===== src/rtl/prio_pkg.sv =====
// Shared definitions for the 16-bit priority encoder and its pending-event scheduler.
package prio_pkg;

    localparam int N_REQ  = 16;
    localparam int IDX_W  = 4;
    localparam int CODE_W = 8;

    // Encoder output meaning "no input bit set".
    localparam logic [CODE_W-1:0] NONE_CODE = 8'hF0;

    typedef enum logic [1:0] {
        IDLE   = 2'd0,
        SAMPLE = 2'd1,
        OFFER  = 2'd2
    } state_t;

endpackage


===== src/rtl/prio_pending_scheduler_if.sv =====
// Event/encoder/grant bundle between the scheduler and its surroundings.
interface prio_pending_scheduler_if #(
    parameter int DROP_W = 8
);
    import prio_pkg::*;

    logic                   ena;
    logic [N_REQ-1:0]       req_in;
    logic [N_REQ-1:0]       pend_out;
    logic [CODE_W-1:0]      enc_code;
    logic                   grant_valid;
    logic                   grant_ready;
    logic [IDX_W-1:0]       grant_idx;
    logic [DROP_W-1:0]      drop_count;
    logic                   err;
    logic                   busy;

    // Environment side: raises events, hosts the encoder, consumes grants.
    modport master (
        output ena, req_in, enc_code, grant_ready,
        input  pend_out, grant_valid, grant_idx, drop_count, err, busy
    );

    // Scheduler side.
    modport slave (
        input  ena, req_in, enc_code, grant_ready,
        output pend_out, grant_valid, grant_idx, drop_count, err, busy
    );

endinterface


===== src/rtl/prio_popcount16.sv =====
// Combinational population count of a 16-bit vector.
module prio_popcount16
    import prio_pkg::*;
(
    input  logic [N_REQ-1:0] vec,
    output logic [4:0]       count
);

    // Sum the individual bits; 16 ones fit in 5 bits.
    always_comb begin
        count = '0;
        for (int i = 0; i < N_REQ; i++) begin
            count = count + {4'b0000, vec[i]};
        end
    end

endmodule


===== src/rtl/prio_pending_scheduler.sv =====
// Sticky pending-event register feeding a priority encoder, with a grant
// handshake for the encoder's winner, saturating drop counter and encoder
// consistency checking.
module prio_pending_scheduler
    import prio_pkg::*;
#(
    parameter int DROP_W = 8
) (
    input  logic                      clk,
    input  logic                      rst,
    prio_pending_scheduler_if.slave   bus
);

    state_t             state_q;
    state_t             state_d;
    logic [N_REQ-1:0]   pend_q;
    logic [N_REQ-1:0]   pend_d;
    logic [N_REQ-1:0]   set_vec;
    logic [N_REQ-1:0]   clr_vec;
    logic [N_REQ-1:0]   drop_vec;
    logic [4:0]         drop_n;
    logic [DROP_W-1:0]  drop_q;
    logic [IDX_W-1:0]   idx_q;
    logic               err_q;
    logic               accept;
    logic               code_ok;

    // Add a small increment to the drop counter, pinning at all-ones.
    function automatic logic [DROP_W-1:0] sat_add(input logic [DROP_W-1:0] a,
                                                  input logic [4:0]        b);
        logic [DROP_W+4:0] sum;
        sum = {5'b00000, a} + {{DROP_W{1'b0}}, b};
        if (|sum[DROP_W+4:DROP_W]) begin
            return '1;
        end
        return sum[DROP_W-1:0];
    endfunction

    prio_popcount16 u_drop_cnt (
        .vec   (drop_vec),
        .count (drop_n)
    );

    // The encoder answer is usable only if it is in range and names a set bit.
    assign code_ok = (bus.enc_code[CODE_W-1:IDX_W] == '0) &&
                     pend_q[bus.enc_code[IDX_W-1:0]];

    assign accept = (state_q == OFFER) && bus.grant_ready;

    // Pending update: new events set, an accepted grant clears; set wins.
    always_comb begin
        set_vec  = bus.ena ? bus.req_in : '0;
        clr_vec  = accept ? ({{(N_REQ-1){1'b0}}, 1'b1} << idx_q) : '0;
        pend_d   = set_vec | (pend_q & ~clr_vec);
        drop_vec = set_vec & pend_q & ~clr_vec;
    end

    // Pending bits and drop counter.
    always_ff @(posedge clk or posedge rst) begin
        if (rst) begin
            pend_q <= '0;
            drop_q <= '0;
        end else begin
            pend_q <= pend_d;
            drop_q <= sat_add(drop_q, drop_n);
        end
    end

    // FSM state register.
    always_ff @(posedge clk or posedge rst) begin
        if (rst) begin
            state_q <= IDLE;
        end else begin
            state_q <= state_d;
        end
    end

    // FSM next state: wait for work, vet the encoder, hold the offer until taken.
    always_comb begin
        state_d = state_q;
        case (state_q)
            IDLE:    if (|pend_q) state_d = SAMPLE;
            SAMPLE:  state_d = code_ok ? OFFER : IDLE;
            OFFER:   if (bus.grant_ready) state_d = IDLE;
            default: state_d = IDLE;
        endcase
    end

    // Latch the winner, or record an inconsistent encoder answer, while sampling.
    always_ff @(posedge clk or posedge rst) begin
        if (rst) begin
            idx_q <= '0;
            err_q <= 1'b0;
        end else if (state_q == SAMPLE) begin
            if (code_ok) begin
                idx_q <= bus.enc_code[IDX_W-1:0];
            end else begin
                err_q <= 1'b1;
            end
        end
    end

    // FSM outputs and status.
    always_comb begin
        bus.grant_valid = (state_q == OFFER);
        bus.busy        = (state_q != IDLE) || (|pend_q);
        bus.grant_idx   = idx_q;
        bus.pend_out    = pend_q;
        bus.drop_count  = drop_q;
        bus.err         = err_q;
    end

endmodule


===== src/flat_wrapper.sv =====
// flat-port wrapper written by rule: the top's interface ports become plain ports
module prio_pending_scheduler_flat import prio_pkg::*;
#(
    parameter int DROP_W = 8
)
  (clk, rst, bus_ena, bus_req_in, bus_enc_code, bus_grant_ready, bus_pend_out, bus_grant_valid, bus_grant_idx, bus_drop_count, bus_err, bus_busy);
  prio_pending_scheduler_if #(.DROP_W(DROP_W)) bus_i ();
  input  logic clk;
  input  logic rst;
  input wire logic [$bits(bus_i.ena)-1:0] bus_ena;
  input wire logic [$bits(bus_i.req_in)-1:0] bus_req_in;
  input wire logic [$bits(bus_i.enc_code)-1:0] bus_enc_code;
  input wire logic [$bits(bus_i.grant_ready)-1:0] bus_grant_ready;
  output wire logic [$bits(bus_i.pend_out)-1:0] bus_pend_out;
  output wire logic [$bits(bus_i.grant_valid)-1:0] bus_grant_valid;
  output wire logic [$bits(bus_i.grant_idx)-1:0] bus_grant_idx;
  output wire logic [$bits(bus_i.drop_count)-1:0] bus_drop_count;
  output wire logic [$bits(bus_i.err)-1:0] bus_err;
  output wire logic [$bits(bus_i.busy)-1:0] bus_busy;
  assign bus_i.ena = bus_ena;
  assign bus_i.req_in = bus_req_in;
  assign bus_i.enc_code = bus_enc_code;
  assign bus_i.grant_ready = bus_grant_ready;
  assign bus_pend_out = bus_i.pend_out;
  assign bus_grant_valid = bus_i.grant_valid;
  assign bus_grant_idx = bus_i.grant_idx;
  assign bus_drop_count = bus_i.drop_count;
  assign bus_err = bus_i.err;
  assign bus_busy = bus_i.busy;
  prio_pending_scheduler #(.DROP_W(DROP_W)) u_core (.clk(clk), .rst(rst), .bus(bus_i));
endmodule

===== config.mk =====
export PLATFORM = sky130hd
export DESIGN_NAME = prio_pending_scheduler_flat
export DESIGN_NICKNAME = d
export VERILOG_FILES = /design/src/rtl/prio_pkg.sv /design/src/rtl/prio_pending_scheduler_if.sv /design/src/rtl/prio_popcount16.sv /design/src/rtl/prio_pending_scheduler.sv /design/src/flat_wrapper.sv
export SDC_FILE = /design/constraint.sdc
export NUM_CORES = 1
export LEC_CHECK = 0
export CAP_MARGIN = 20
export CORE_AREA = 2 2 95 51
export CTS_CLUSTER_SIZE = 20
export DETAILED_ROUTE_END_ITERATION = 10
export DIE_AREA = 0 0 97 53
export GPL_TIMING_DRIVEN = 0
export PLACE_DENSITY = 0.9
export SETUP_SLACK_MARGIN = 0.15
export SYNTH_ARGS = -nofsm -noshare
export SYNTH_HDL_FRONTEND = slang
export SYNTH_SLANG_ARGS = --single-unit

===== constraint.sdc =====
create_clock -name clk -period 14.6 [get_ports clk]
set_clock_uncertainty 0.05 [all_clocks]
set_input_delay 1.46 -clock clk [delete_from_list [all_inputs] [get_ports clk]]
set_output_delay 1.46 -clock clk [all_outputs]
set_load 0.005 [all_outputs]

# --- After elaboration in Yosys (flattened, before gate mapping) ---
# Index checks and enable logic that the tools add are counted.
classes:
  mul: 0
  n_mux: 11
  magnitude_cmp: 1
  bitwise_logic: 6
  eq_ne: 4
  div_mod_pow: 0
  shift: 1
  add_sub_neg: 16
  reduce_logical: 11
ops:
  columns: ["cell", "n"]
  rows:
  - ["$add A5 B1 Y5", 11]
  - ["$and A16 B16 Y16", 3]
  - ["$mux W16", 2]
  - ["$mux W8", 2]
  - ["$not A16 Y16", 1]
  - ["$or A16 B16 Y16", 1]
  - ["$reduce_or A16 Y1", 1]
  - ["$shl A1 B4 Y16 const A", 1]
  - ["$add A8 B5 Y9", 1]
  - ["$mux W2", 3]
  - ["$pmux W2 S3", 1]
  - ["$reduce_and A2 Y1", 3]
  - ["$add A4 B1 Y5", 1]
  - ["$lt A4 B5 Y1 const B", 1]
  - ["$reduce_or A5 Y1", 1]
  - ["$add A3 B1 Y4", 1]
  - ["$bmux W1 S4", 1]
  - ["$logic_not A4 Y1", 1]
  - ["$add A2 B1 Y3", 1]
  - ["$add A1 B1 Y2", 1]
  - ["$eq A2 B1 Y1 const B", 1]
  - ["$eq A2 B2 Y1 const B", 1]
  - ["$logic_and A1 B1 Y1", 2]
  - ["$logic_not A2 Y1", 1]
  - ["6 further kinds", 7]
word_totals:
  rom_bits: 0
  output_inout_bits: 31
  ramBits: 0
  memories: 0
  inputBits: 28
  elab_cells: 55
  ff_bits: 31
  latch_bits: 0

# --- Depth between registers and ports, before layout ---
logic_depth:
  depth_word: 24
  depth_mapped: 19

# --- By module ---
# From an unflattened synthesis, not the netlist that was laid out.
hier_totals:
  hier_cells: 233
  area_unflattened_um2: 2109.5
modules_own_cells:
  columns: ["module", "cells_each", "seq_area_each_um2", "n_inst", "area_per_inst_um2"]
  rows:
  - ["prio_pending_scheduler", 186, 775.7, 1, 1701.6]
  - ["prio_popcount16", 47, 0.0, 1, 407.9]

# --- Least setup slack after synthesis ---
# No wires, ideal clock.
synth_path:
  path_kind: "input port to flip-flop"
  startpoint: "input bus_ena"
  endpoint: "register u_core.drop_q[6], in the netlist u_core.bus.drop_count[6]"
  arrival_time_ns: 6.192
  setup_time_ns: 0.128
  t_required_ns: 14.422
  n_path_buf: 2
  stages: 16
  slack_ns: 8.230
  path_cell_list: "clkbuf_1 > clkbuf_1 > nand2_1 > or2_2 > fa_1 > fa_1 > fa_1 > inv_1 > fa_1 > fa_1 > fa_1 > a21o_1 > a21oi_1 > nor2b_1 > o21ai_1 > mux2_1"
synth_between:
  elab_chain_cells: 22
synth_lines:
  columns: ["item", "line_no", "rtl"]
  rows:
  - ["start, declared", "flat_wrapper.sv:10", "input wire logic [$bits(bus_i.ena)-1:0] bus_ena;"]
  - ["$mux W16 *", "prio_pending_scheduler.sv:52", "set_vec = bus.ena ? bus.req_in : '0;"]
  - ["$and A16 B16 Y16 * (2 in series)", "prio_pending_scheduler.sv:55", "drop_vec = set_vec & pend_q & ~clr_vec;"]
  - ["$add A1 B1 Y2", "prio_popcount16.sv:13", "count = count + {4'b0000, vec[i]};"]
  - ["$add A2 B1 Y3", "prio_popcount16.sv:13", null]
  - ["$add A3 B1 Y4", "prio_popcount16.sv:13", null]
  - ["$add A4 B1 Y5", "prio_popcount16.sv:13", null]
  - ["$add A5 B1 Y5 (10 in series)", "prio_popcount16.sv:13", null]
  - ["$add A5 B1 Y5 *", "prio_popcount16.sv:13", null]
  - ["$add A8 B5 Y9 *", "prio_pending_scheduler.sv:32", "sum = {5'b00000, a} + {{DROP_W{1'b0}}, b};"]
  - ["$reduce_or A5 Y1", "prio_pending_scheduler.sv:33", "if (|sum[DROP_W+4:DROP_W]) begin"]
  - ["$mux W1", "prio_pending_scheduler.sv:33", null]
  - ["$mux W8 *", "prio_pending_scheduler.sv:36", "return sum[DROP_W-1:0];"]
  - ["end signal, assigned", "prio_pending_scheduler.sv:65", "drop_q <= sat_add(drop_q, drop_n);"]
  - ["end, declared", "prio_pending_scheduler.sv:22", "logic [DROP_W-1:0] drop_q;"]
# Mark *: on every way between the ends. The rest lies on a longest branch, timed or not.
# A chain may end at the register's enable or synchronous reset.

# --- Final worst setup path ---
layout_path:
  startpoint: "input bus_grant_ready"
  endpoint: "register u_core.drop_q[1], in the netlist u_core.bus.drop_count[1]"
layout_between:
  elab_chain_cells: 23
layout_lines:
  columns: ["item", "line_no", "rtl"]
  rows:
  - ["start, declared", "flat_wrapper.sv:13", "input wire logic [$bits(bus_i.grant_ready)-1:0] bus_grant_ready;"]
  - ["$logic_and A1 B1 Y1 *", "prio_pending_scheduler.sv:48", "assign accept = (state_q == OFFER) && bus.grant_ready;"]
  - ["$mux W16 *", "prio_pending_scheduler.sv:53", "clr_vec = accept ? ({{(N_REQ-1){1'b0}}, 1'b1} << idx_q) : '0;"]
  - ["$not A16 Y16 *", "prio_pending_scheduler.sv:55", null]
  - ["$and A16 B16 Y16 *", "prio_pending_scheduler.sv:55", null]
  - ["$add A1 B1 Y2", "prio_popcount16.sv:13", null]
  - ["$add A2 B1 Y3", "prio_popcount16.sv:13", null]
  - ["$add A3 B1 Y4", "prio_popcount16.sv:13", null]
  - ["$add A4 B1 Y5", "prio_popcount16.sv:13", null]
  - ["$add A5 B1 Y5 (10 in series)", "prio_popcount16.sv:13", null]
  - ["$add A5 B1 Y5 *", "prio_popcount16.sv:13", null]
  - ["$add A8 B5 Y9 *", "prio_pending_scheduler.sv:32", null]
  - ["$reduce_or A5 Y1", "prio_pending_scheduler.sv:33", null]
  - ["$mux W1", "prio_pending_scheduler.sv:33", null]
  - ["$mux W8 *", "prio_pending_scheduler.sv:36", null]
# Marks and branches as above.

==> reports/qor.csv <==
stage,metric,value,unit
status,status,finished clean,
sta,Setup Viol. Count Final,0,
power,Int Pwr,0.000268,W
floorplan,num ports,59,
global_routing,GRT Residual Overflow,0,
synthesis,Yosys cell types,41,
power,Max VDD drop,0.000101,V
clocking,post-CTS resize count,0,
route,First-pass DRT Iterations,4,
place,placed cells,331,
synthesis,sequential area share after synthesis,37.3,%
clocking,Post-CTS Hold Buffers,0,
finish,Area Growth Syn to Fin,35.1,%
synthesis,Synth Warn #,0,
finish,layout cell share with drive strength beyond 1,8.87,%
power,Seq pwr share,28.8,%
worst_setup_path,CP endpoint,u_core.bus.drop_count[1],
synthesis,"EDFF count, synth",0,
synthesis,"FF+latch count, synth",31,
worst_setup_path,Top Family by Delay on Critical Path,adder cells,
clocking,worst skew pair latency,0.29,ns
worst_setup_path,max incr delay on CP,0.55,ns
worst_setup_path,Worst EP arrival,7.24,ns
floorplan,# rows,17,
floorplan,Die Area,5140,µm²
synthesis,Syn Nets,266,
finish,final non-filler cell total,339,
sta,Final min period,7.17,ns
clocking,H-tree levels,2,
worst_hold_path,HP Class,flop to flop,
finish,"most common cell after layout, fill and taps aside",clkdlybuf4s50_1,
worst_setup_path,CP bufs+invs,2,
synthesis,"Primary FF master, synth",dfrtp_1,
worst_setup_path,Critical Path Sink Type,flop,
synthesis,Synth Cell Area,2080,µm²
clocking,setup bufs post-CTS,0,
power,Clk network pwr share,14.7,%
finish,ANT cells,0,
place,IO buf count,55,
place,GPL Wtd Cong,0.927,
global_routing,gr usage total,25.0,%
power,sw power,0.000185,W
global_routing,largest net degree at the start of global routing,24,
floorplan,core area,4280,µm²
floorplan,Chip Width,97,µm
worst_setup_path,crit path max-delay cell type,fa_1,
sta,Pins Over Slew Limit,0,
worst_setup_path,critical path class,input port to flop,
power,switch share,40.9,%
synthesis,Gate Count Post-Synth,218,
sta,TNS Setup,0,ns
clocking,clock root cell,clkbuf_8,
finish,most frequent cells in the layout,"clkdlybuf4s50_1, nand2_1, dfrtp_1",
sta,Final Hold Vio Count,0,
sta,setup ws final,7.43,ns
worst_setup_path,worst reg2reg setup slack,8.60,ns
synthesis,syn_area_per_cell,9.55,µm²
sta,Max-slew headroom,57.4,%
sta,Tightest Pin Transition,0.638,ns
power,Leak Pwr,1.20,nW
power,Power Density,161,nW/µm²
sta,RSZ-0062 raised after global routing,no,
worst_setup_path,required time of the critical path,14.67,ns
route,DR vias,1826,
sta,FMAX,139,MHz
worst_setup_path,Worst Path Max Fanout,6,
route,vias per cell,5.39,
global_routing,initial antenna violation count,0,
clocking,TritonCTS buffer count,5,
clocking,CTS tree,done,
route,antenna-violating nets left,0,
route,WL final,5810,µm
synthesis,post-synthesis async set-or-reset flop share,100,%
run,max cap viols,0,
worst_setup_path,Crit path top cell by count,fa_1,
clocking,clock sinks,31,
place,hpwl dp,4650,µm
sta,fin crit share,49.1,%
global_routing,global-route wire length before repair,9570,µm
worst_setup_path,RR Endpoint,u_core.bus.drop_count[1],
worst_setup_path,worst setup path start,bus_grant_ready,
route,WL per Instance,17.1,µm
worst_setup_path,"critical path, cell by cell",clkdlybuf4s50_1 -> nand3b_1 -> or3_1 -> o21ai_1 -> or2_1 -> fa_1 -> fa_1 -> fa_1 -> inv_1 -> fa_1 -> fa_1 -> fa_1 -> a21o_1 -> a21oi_1 -> nor2b_1 -> o2111ai_1 -> nand2b_1,
worst_setup_path,critical path depth in cells,17,
worst_setup_path,R2R cell count,16,
floorplan,Starting Density,48.7,%
power,Gate power share,56.5,%
route,drc violations,0,
global_routing,vias in the first global route,1866,
route,DR iter-0 viols,133,
worst_setup_path,Crit Reg-Reg Startpoint,u_core.state_q[0],
clocking,CTS Buffer Depth,2,
worst_setup_path,crit path launch type,input port,
finish,layout net count,329,
clocking,clock slew at reported path FFs,0.07,ns
place,pre-CTS setup slack,7.30,ns
floorplan,Die Height,53,µm
==> worst register-to-register path, stage by stage (launching register included) <==
cell,delay [ns]
dfrtp_1,0.43
nand3b_1,0.21
or3_1,0.43
o21ai_1,0.22
or2_1,0.15
fa_1,0.44
fa_1,0.52
fa_1,0.55
inv_1,0.06
fa_1,0.51
fa_1,0.49
fa_1,0.43
a21o_1,0.19
a21oi_1,0.28
nor2b_1,0.12
o2111ai_1,0.55
nand2b_1,0.21
==> per-stage QoR <==
step | power (W) | area (µm²) | util (%) | hold WS (ns)
2_1_floorplan | 0.000289 | 2080 | - | 0.399
3_3_place_gp | 0.000366 | 2700 | 63.2 | 0.416
3_5_place_dp | 0.000382 | 2730 | 63.9 | 0.415
4_1_cts | 0.000454 | 2810 | 65.8 | 0.437
5_1_grt | 0.000494 | 2810 | 65.8 | 0.473
6_report | 0.000453 | 2810 | 65.8 | 0.431
==> flip-flops by register name, indices dropped and copies added, names as in the netlist <==
| signal | cells |
|---|---|
| u_core.state_q | 2 |
| u_core.bus.drop_count | 8 |
| u_core.bus.pend_out | 16 |
| u_core.bus.err | 1 |
| u_core.bus.grant_idx | 4 |
==> cells in the mapped netlist, drive strengths merged (3+ instances only) <==
library cell,instances,area [µm²]
nor4,3,18.8
ha,8,100
nand4,4,31.3
o21ai,20,111
nand2b,7,51.3
fa,12,240
dfrtp,31,776
a21oi,5,25.0
mux2i,6,60.1
nand2,42,158
mux2,4,56.3
nor2b,4,25.0
inv,21,78.8
nor2,13,51.3
or2,11,68.8
==> metal layers <==
metal / routed length [µm] / global-route usage (%) / up-vias
li1: - / - / 846
met1: 2720 / 34.0 / 867
met2: 2510 / 40.3 / 103
met3: 529 / 7.13 / 10
met4: 55 / 5.63 / 0
met5: 0 / 0 / -
==> logic make-up after synthesis <==
family / share of synthesized area (%)
XOR/XNOR: 1.68
AO/OA/AOI/OAI: 10.2
buffers and inverters: 5.05
multiplexers: 6.67
AND/OR/NAND/NOR: 22.8
adder cells (fa/ha/maj): 16.3
flip-flops: 37.3
==> final cells by class <==
cell class	instances	area, µm²
timing repair buffer	56	578
tap	57	71.3
sequential	31	776
clock buffer	7	76.3
clock inverter	1	5.00
buffer	4	26.3
fill	330	1460
multi-input combinational	162	1200
inverter	21	78.8
==> power groups by stage <==
stage	Clock, W	Combinational (W)	Sequential (W)
CTS	0.0000666	0.000257	0.000130
floorplan	0	0.000161	0.000128
finish	0.0000665	0.000256	0.000131
global route	0.0000703	0.000290	0.000134
detailed placement	0	0.000251	0.000131
global placement	0	0.000237	0.000130
==> worst min-delay path by stage <==
stage	cells after the start	end	from
finish	1	u_core.bus.err	u_core.bus.err
global route	1	u_core.bus.err	u_core.bus.err
CTS	1	u_core.bus.err	u_core.bus.err
detailed placement	1	u_core.bus.err	u_core.bus.err
global placement	1	u_core.bus.err	u_core.bus.err
floorplan	1	u_core.state_q[0]	u_core.state_q[1]
Power figures use the tool's default switching activity.
